### src/rtl/pc_fetch_pkg.sv
// rtl/pc_fetch_pkg.sv - shared types and constants for the instruction fetch unit
package pc_fetch_pkg;

    typedef enum logic [1:0] {
        ST_IDLE = 2'd0,
        ST_REQ  = 2'd1,
        ST_WAIT = 2'd2,
        ST_HOLD = 2'd3
    } fetch_state_e;

    localparam logic [31:0] PC_STEP          = 32'd4;
    localparam logic [31:0] DEFAULT_RESET_PC = 32'h0000_0000;
    localparam logic [31:0] PC_ALIGN_MASK    = 32'hFFFF_FFFC;

endpackage

### src/rtl/pc_next_logic.sv
// rtl/pc_next_logic.sv - next-pc select: redirect target, sequential step, or hold
module pc_next_logic
    import pc_fetch_pkg::*;
(
    input  logic [31:0] pc,
    input  logic        redirect_en,
    input  logic [31:0] redirect_pc,
    input  logic        advance,
    output logic [31:0] pc_plus4,
    output logic [31:0] pc_next
);

    // Wraps naturally at 2^32.
    assign pc_plus4 = pc + PC_STEP;

    always_comb begin
        pc_next = pc;
        if (redirect_en) begin
            pc_next = redirect_pc & PC_ALIGN_MASK;
        end else if (advance) begin
            pc_next = pc_plus4;
        end
    end

endmodule

### src/rtl/pc_fetch_unit.sv
// rtl/pc_fetch_unit.sv - single-outstanding instruction fetch FSM with redirect and kill
module pc_fetch_unit
    import pc_fetch_pkg::*;
#(
    parameter logic [31:0] RESET_PC = DEFAULT_RESET_PC
) (
    input  logic        clk,
    input  logic        rst_n,
    input  logic        redirect_valid,
    input  logic [31:0] redirect_pc,
    output logic        imem_req_valid,
    output logic [31:0] imem_req_addr,
    input  logic        imem_req_ready,
    input  logic        imem_rsp_valid,
    input  logic [31:0] imem_rsp_data,
    output logic        if_valid,
    output logic [31:0] if_pc,
    output logic [31:0] if_pc_plus4,
    output logic [31:0] if_instr,
    input  logic        if_ready
);

    fetch_state_e state;
    logic [31:0]  pc;
    logic         kill;
    logic [31:0]  pc_next;
    logic [31:0]  pc_plus4;
    logic         redirect_en;
    logic         advance;

    assign redirect_en = redirect_valid && (state != ST_IDLE);
    assign advance     = (state == ST_HOLD) && if_ready;

    pc_next_logic u_pc_next (
        .pc          (pc),
        .redirect_en (redirect_en),
        .redirect_pc (redirect_pc),
        .advance     (advance),
        .pc_plus4    (pc_plus4),
        .pc_next     (pc_next)
    );

    always_ff @(posedge clk or negedge rst_n) begin
        if (!rst_n) begin
            state          <= ST_IDLE;
            pc             <= RESET_PC;
            kill           <= 1'b0;
            imem_req_valid <= 1'b0;
            imem_req_addr  <= RESET_PC;
            if_valid       <= 1'b0;
            if_pc          <= 32'h0;
            if_pc_plus4    <= 32'h0;
            if_instr       <= 32'h0;
        end else begin
            pc <= pc_next;
            unique case (state)
                ST_IDLE: begin
                    state          <= ST_REQ;
                    imem_req_valid <= 1'b1;
                    imem_req_addr  <= pc;
                end
                ST_REQ: begin
                    if (imem_req_ready) begin
                        // A redirect racing the accept makes the in-flight response stale.
                        state          <= ST_WAIT;
                        imem_req_valid <= 1'b0;
                        kill           <= redirect_valid;
                    end else begin
                        imem_req_addr <= pc_next;
                    end
                end
                ST_WAIT: begin
                    if (imem_rsp_valid) begin
                        if (kill || redirect_valid) begin
                            kill           <= 1'b0;
                            state          <= ST_REQ;
                            imem_req_valid <= 1'b1;
                            imem_req_addr  <= pc_next;
                        end else begin
                            state       <= ST_HOLD;
                            if_valid    <= 1'b1;
                            if_pc       <= pc;
                            if_pc_plus4 <= pc_plus4;
                            if_instr    <= imem_rsp_data;
                        end
                    end else if (redirect_valid) begin
                        kill <= 1'b1;
                    end
                end
                ST_HOLD: begin
                    if (redirect_valid || if_ready) begin
                        state          <= ST_REQ;
                        if_valid       <= 1'b0;
                        imem_req_valid <= 1'b1;
                        imem_req_addr  <= pc_next;
                    end
                end
                default: begin
                    state <= ST_IDLE;
                end
            endcase
        end
    end

endmodule

### config.mk
export PLATFORM = sky130hd
export DESIGN_NAME = pc_fetch_unit
export DESIGN_NICKNAME = d
export VERILOG_FILES = /design/src/rtl/pc_fetch_pkg.sv /design/src/rtl/pc_next_logic.sv /design/src/rtl/pc_fetch_unit.sv
export SDC_FILE = /design/constraint.sdc
export NUM_CORES = 1
export LEC_CHECK = 0
export ABC_AREA = 0
export BUFFER_PORTS_ARGS = -buffer_cell sky130_fd_sc_hd__buf_2
export CAP_MARGIN = 20
export CORE_MARGIN = 2
export CORE_UTILIZATION = 45
export DETAILED_ROUTE_END_ITERATION = 10
export GPL_TIMING_DRIVEN = 1
export PLACE_DENSITY_LB_ADDON = 0.05
export SLEW_MARGIN = 30
export SYNTH_ARGS = -nofsm -noshare
export SYNTH_HDL_FRONTEND = slang
export SYNTH_SLANG_ARGS = --single-unit
### constraint.sdc
create_clock -name clk -period 3 [get_ports clk]
set_input_delay 0.3 -clock clk [delete_from_list [all_inputs] [get_ports clk]]
set_output_delay 0.3 -clock clk [all_outputs]
set_load 0.005 [all_outputs]
# After elaboration in Yosys (flattened, before gate mapping)
# Cells that the tools add are included.
[op_classes]
n_eq_ne = 11
reduce_logical = 14
mux = 26
addsub = 1
n_bitwise = 1
[op_table]
columns = ["op", "n"]
rows = [
  ["$mux 32", 6],
  ["$pmux 32 s4", 1],
  ["$add 32x3->32 const B", 1],
  ["$reduce_and 4->1", 4],
  ["$mux 1", 11],
  ["$ne 2x2->1 const B", 5],
  ["$mux 2", 4],
  ["$pmux 2 s4", 1],
  ["$ne 3x3->1 const B", 2],
  ["$reduce_and 3->1", 2],
  ["$reduce_bool 2->1", 3],
  ["$eq 2x2->1 const B", 2],
  ["$pmux 1 s2", 2],
  ["$pmux 1 s4", 1],
  ["$eq 2x1->1 const B", 1],
  ["$logic_and 1x1->1", 2],
  ["$logic_not 2->1", 1],
  ["$logic_or 1x1->1", 2],
  ["$ne 2x1->1 const B", 1],
  ["$not 1->1", 1],
]
[totals]
output_inout_bits = 130
elab_cells = 62
in_bits = 70
reg_bits = 165

# Longest topological paths before layout
[depth]
word_depth = 7
ltp_mapped = 10
depth_no_buf = 7

# Modules after synthesis
# From an unflattened synthesis, not the netlist that was laid out.
[unflattened]
hier_cells = 627
hier_area_um2 = 7806.2
[modules_own_cells]
columns = ["module", "area_each_um2", "seq_area_each_um2", "n_inst", "cells_per_inst"]
rows = [
  ["pc_fetch_unit", 6304.8, 4129.0, 1, 375],
  ["pc_next_logic", 1501.4, 0.0, 1, 252],
]

# Worst setup path before layout
# OpenSTA, ideal clock, no wires.
[synth_timing]
kind = "reg2reg"
startpoint = "reg state[0]"
endpoint = "reg imem_req_addr[31]"
path_stages_with_launch = 11
arrival_time_ns = 2.023
n_path_buf = 3
slack_ns = 0.891
setup_ns = 0.086
period_less_slack_ns = 2.109
t_required_ns = 2.914
path_cell_list = "dfrtp_1 -> inv_1 -> ha_1 -> nand2b_1 -> a21o_1 -> clkbuf_1 -> and2_1 -> buf_2 -> clkbuf_1 -> o221ai_1 -> a32oi_1"
[synth_via]
elab_chain_len = 7
elab_cells_between_ends = 19
classes_between = "7 x eq/ne; 7 x mux; 5 x reduce/logical"
[synth_lines]
columns = ["element", "line_no", "source"]
rows = [
  ["start: declaration", "pc_fetch_unit.sv:23", "fetch_state_e state;"],
  ["start signal: assignment", "pc_fetch_unit.sv:45", "state <= ST_IDLE;"],
  ["start signal: assignment", "pc_fetch_unit.sv:58", "state <= ST_REQ;"],
  ["start signal: assignment", "pc_fetch_unit.sv:65", "state <= ST_WAIT;"],
  ["$eq 2x2->1", "pc_fetch_unit.sv:32, pc_fetch_unit.sv:56", ""],
  ["$logic_and 1x1->1", "pc_fetch_unit.sv:32", "assign advance = (state == ST_HOLD) && if_ready;"],
  ["$mux 32", "pc_next_logic.sv:20", "end else if (advance) begin"],
  ["$mux 32", "pc_next_logic.sv:18", "if (redirect_en) begin"],
  ["$mux 32", "pc_fetch_unit.sv:74", "if (kill || redirect_valid) begin"],
  ["$mux 32", "pc_fetch_unit.sv:73", "if (imem_rsp_valid) begin"],
  ["$pmux 32 s4", "pc_fetch_unit.sv:56", "unique case (state)"],
  ["end signal: assignment", "pc_fetch_unit.sv:60", "imem_req_addr <= pc;"],
  ["end signal: assignment", "pc_fetch_unit.sv:69", "imem_req_addr <= pc_next;"],
  ["end signal: assignment", "pc_fetch_unit.sv:78", "imem_req_addr <= pc_next;"],
  ["end: declaration", "pc_fetch_unit.sv:12", "output logic [31:0] imem_req_addr,"],
]
# Parallel ways exist; a longest one is shown, timed or not. The select of a mux whose other input is x is not followed.
# A chain may end at the register's enable or synchronous reset.

# Worst setup path in the final report
[layout_timing]
startpoint = "reg pc[2]"
endpoint = "reg imem_req_addr[16]"
[layout_via]
elab_chain_len = 6
elab_cells_between_ends = 8
classes_between = "1 x add/sub; 7 x mux"
[layout_lines]
columns = ["element", "line_no", "source"]
rows = [
  ["start: declaration", "pc_fetch_unit.sv:24", "logic [31:0] pc;"],
  ["start signal: assignment", "pc_fetch_unit.sv:55", "pc <= pc_next;"],
  ["$add 32x3->32 (*)", "pc_next_logic.sv:14", "assign pc_plus4 = pc + PC_STEP;"],
  ["$mux 32 (*)", "pc_next_logic.sv:20", ""],
  ["$mux 32 (*)", "pc_next_logic.sv:18", ""],
  ["$mux 32", "pc_fetch_unit.sv:74", ""],
  ["$mux 32", "pc_fetch_unit.sv:73", ""],
  ["$pmux 32 s4 (*)", "pc_fetch_unit.sv:56", ""],
]
# Mark *: on every way between the ends. The rest lies on a longest branch, timed or not. The select of a mux whose other input is x is not followed.

==> flow_metrics.env <==
export IMPL_p_switching_mw=4.11
export IMPL_rows=49
export IMPL_nFillCells=1722
export IMPL_final_common_cell="nand2_1"
export IMPL_final_cell_mix="nand2_1 (270), buf_2 (196), dfrtp_1 (163)"
export IMPL_setup_viol_count_final=0
export IMPL_clock_path_buffers=2
export IMPL_synth_warnings=0
export IMPL_nets=1164
export IMPL_rsz0062_at_grt="no"
export IMPL_synth_fp_nets=1000
export IMPL_initial_utilization_pct=45.5
export IMPL_startpoint_type="register"
export IMPL_synth_top_family_by_area="simple AND/OR/NAND/NOR gates"
export IMPL_avgSynthCellArea_um2=8.79
export IMPL_p_int_mw=6.55
export IMPL_power_switching_share_pct=38.6
export IMPL_die_w_um=138
export IMPL_synth_simple_area_share_pct=25.5
export IMPL_clk_latency_ps=430
export IMPL_antenna_left=0
export IMPL_grtUsageTotal_pct=23.9
export IMPL_critical_path_class="reg2reg"
export IMPL_grt_max_degree=69
export IMPL_drv_slew=0
export IMPL_synth_xor_area_share_pct=5.07
export IMPL_antenna_found_initial=0
export IMPL_first_pass_iters=5
export IMPL_first_global_vias=6749
export IMPL_drc_errors=0
export IMPL_seqPwrFrac_pct=39.6
export IMPL_cts_tree="yes"
export IMPL_cts_resized=0
export IMPL_hold_violations=0
export IMPL_required_ps=3290
export IMPL_final_core_util_pct=55.6
export IMPL_syn_inst=924
export IMPL_power_frac_comb_pct=37.9
export IMPL_tns_ps=0
export IMPL_synth_seq_area_share_pct=50.2
export IMPL_slew_headroom_pct=48.0
export IMPL_vias=6975
export IMPL_ctsRootBufferMaster="clkbuf_16"
export IMPL_synth_top_area_cell="dfrtp_1"
export IMPL_drt_iter0_markers=512
export IMPL_htreeDepth=4
export IMPL_powerDensity_mw_per_mm2=1070
export IMPL_synth_area_mm2=0.00812
export IMPL_clk_pin_slew_ps=60
export IMPL_numCtsBuffers=17
export IMPL_power_leakage_nw=4.78
export IMPL_ys_flop_type="dfrtp_1"
export IMPL_wl_per_cell_um=17.0
export IMPL_synth_compound_area_share_pct=12.0
export IMPL_crit_arrival_ps=2700
export IMPL_area_delta_synth_final_pct=22.2
export IMPL_muxShareOfSynthArea_pct=1.02
export IMPL_peakVddDrop_uv=423
export IMPL_yosys_area_top_type_share_pct=50.2
export IMPL_wl_mm=22.6
export IMPL_synth_seq_cells=163
export IMPL_vias_per_cell=5.25
export IMPL_synth_area_leaders="dfrtp_1 (50%), nand2_1 (13%), xnor2_1 (3.9%)"
export IMPL_clock_sinks=163
export IMPL_place_hpwl_mm=15.8
export IMPL_pwr_share_clk_pct=22.5
export IMPL_grt_pass1_wl_mm=36.5
export IMPL_max_freq_ghz=0.414
export IMPL_worst_slew_pin_slew_ps=773
export IMPL_ios=200
export IMPL_overflow=0
export IMPL_async_reset_ff_share_pct=100
export IMPL_layout_drive_gt1_share_pct=24.5
export IMPL_min_path_type="in2reg"
export IMPL_critPathMaxFanout=7
export IMPL_placement_io_buffers=197
export IMPL_synth_edff_count=0
export IMPL_status="finished, final reports clean"
export IMPL_dieHeight_um=138
export IMPL_finalClockSkew_ps=9.33
export IMPL_critical_path_slowest_cell="nor4_1"
export IMPL_gp_congestion=0.865
export IMPL_dieArea_mm2=0.0191
export IMPL_finalCriticalPeriod_ps=2420
export IMPL_antenna_cells=0
export IMPL_end_kind="register"
export IMPL_synthAdderAreaFrac_pct=0.925
export IMPL_cp_slowest_stage_delay_ps=490
export IMPL_yosysUniqueCellTypes=70
export IMPL_maxCapViolCount=0
export IMPL_fin_crit_sh_pct=80.6
export IMPL_core_area_mm2=0.0178
export IMPL_crit_chain="ha_1, nand4_1, buf_4, nor4_1, mux2i_1, a41oi_1"
[worst paths after layout]
kind / start / end / slack [ps] / cells after the start
worst max-delay path: pc[2] / imem_req_addr[16] / 580 / 6
worst min-delay path: imem_rsp_data[29] / if_instr[29] / 60 / 3
worst max register to register: pc[2] / imem_req_addr[16] / 580 / 6
worst min register to register: if_instr[30] / if_instr[30] / 470 / 2
max in group asynchronous: rst_n / if_pc[18] / 1870 / 3
min in group asynchronous: rst_n / if_instr[16] / 430 / 2
[Yosys cell counts (all sizes together), types with 7 or more instances]
cell,n
a21oi,26
a31oi,16
and2,7
and3,7
buf,29
clkbuf,50
dfrtp,163
inv,12
nand2,271
nand2b,7
nand3,21
nand4,17
nor2,67
nor3,23
nor4,12
o21ai,55
o31ai,7
xnor2,36
xor2,11
[repair_timing]
item / CTS / global route
hold buffers: 1 / 0
setup endpoints to repair: 0 / 0
endpoints found under the hold margin: 60 / 0
setup buffers: 0 / 0
[critical path, delay by kind of cell, from the launching register on]
| kind | cells | cell delay, ps |
|---|---|---|
| and+or+nand+nor | 2 | 840 |
| DFF | 1 | 480 |
| buffers and inverters | 1 | 300 |
| adders and majority gates | 1 | 280 |
| muxes | 1 | 260 |
| AOI/OAI and AO/OA | 1 | 120 |
[routing by layer]
| metal | track usage, % | share of wire [%] | vias to the layer above |
|---|---|---|---|
| met5 | 0 | 0 | - |
| met3 | 4.88 | 4.7 | 21 |
| li1 | - | - | 3457 |
| met4 | 6.23 | 1.4 | 0 |
| met1 | 33.8 | 48 | 3283 |
| met2 | 37.8 | 46 | 214 |
[area by class of cell]
type	count	area, um2	area share (%)
clock buffers	22	464	4.68
clock inverters	9	178	1.79
multi-input cells	670	3620	36.5
flip-flops and latches	163	4080	41.1
repair buffers	224	1250	12.6
inverters	12	45.0	0.454
well taps	229	287	2.89
[registers in the layout, indices dropped and copies added (netlist names)]
| register | count |
|---|---|
| if_instr | 32 |
| if_pc | 32 |
| if_pc_plus4 | 30 |
| if_valid | 1 |
| imem_req_addr | 32 |
| imem_req_valid | 1 |
| kill | 1 |
| pc | 32 |
| state | 2 |
[power groups by stage]
stage	sequential (mW)	combinational (mW)	clock, mW
after floorplan	3.85	2.79	0
after global placement	4.22	4.01	0
after detailed placement	4.24	4.06	0
after CTS	4.21	4.09	2.44
after global routing	4.38	4.58	2.53
final	4.22	4.04	2.40
[logic make-up after synthesis]
family / after synthesis
multiplexers: 8
flip-flops: 163
AO/OA/AOI/OAI: 153
buffers and inverters: 91
AND/OR/NAND/NOR: 456
adder cells (fa/ha/maj): 6
XOR/XNOR: 47
[metrics by stage]
| step | setup slack, ps | area [um2] | total power [mW] | hold slack [ps] | cells |
|---|---|---|---|---|---|
| 2_1_floorplan | 891 | 8120 | 6.64 | 4.41 | 924 |
| 3_3_place_gp | 654 | 9270 | 8.22 | 341 | 1297 |
| 3_5_place_dp | 596 | 9270 | 8.31 | 338 | 1297 |
| 4_1_cts | 579 | 9920 | 10.7 | 47.9 | 1329 |
| 5_1_grt | 359 | 9920 | 11.5 | 52.9 | 1329 |
| 6_report | 583 | 9920 | 10.7 | 59.6 | 1329 |
(Power assumes the default switching activity.)
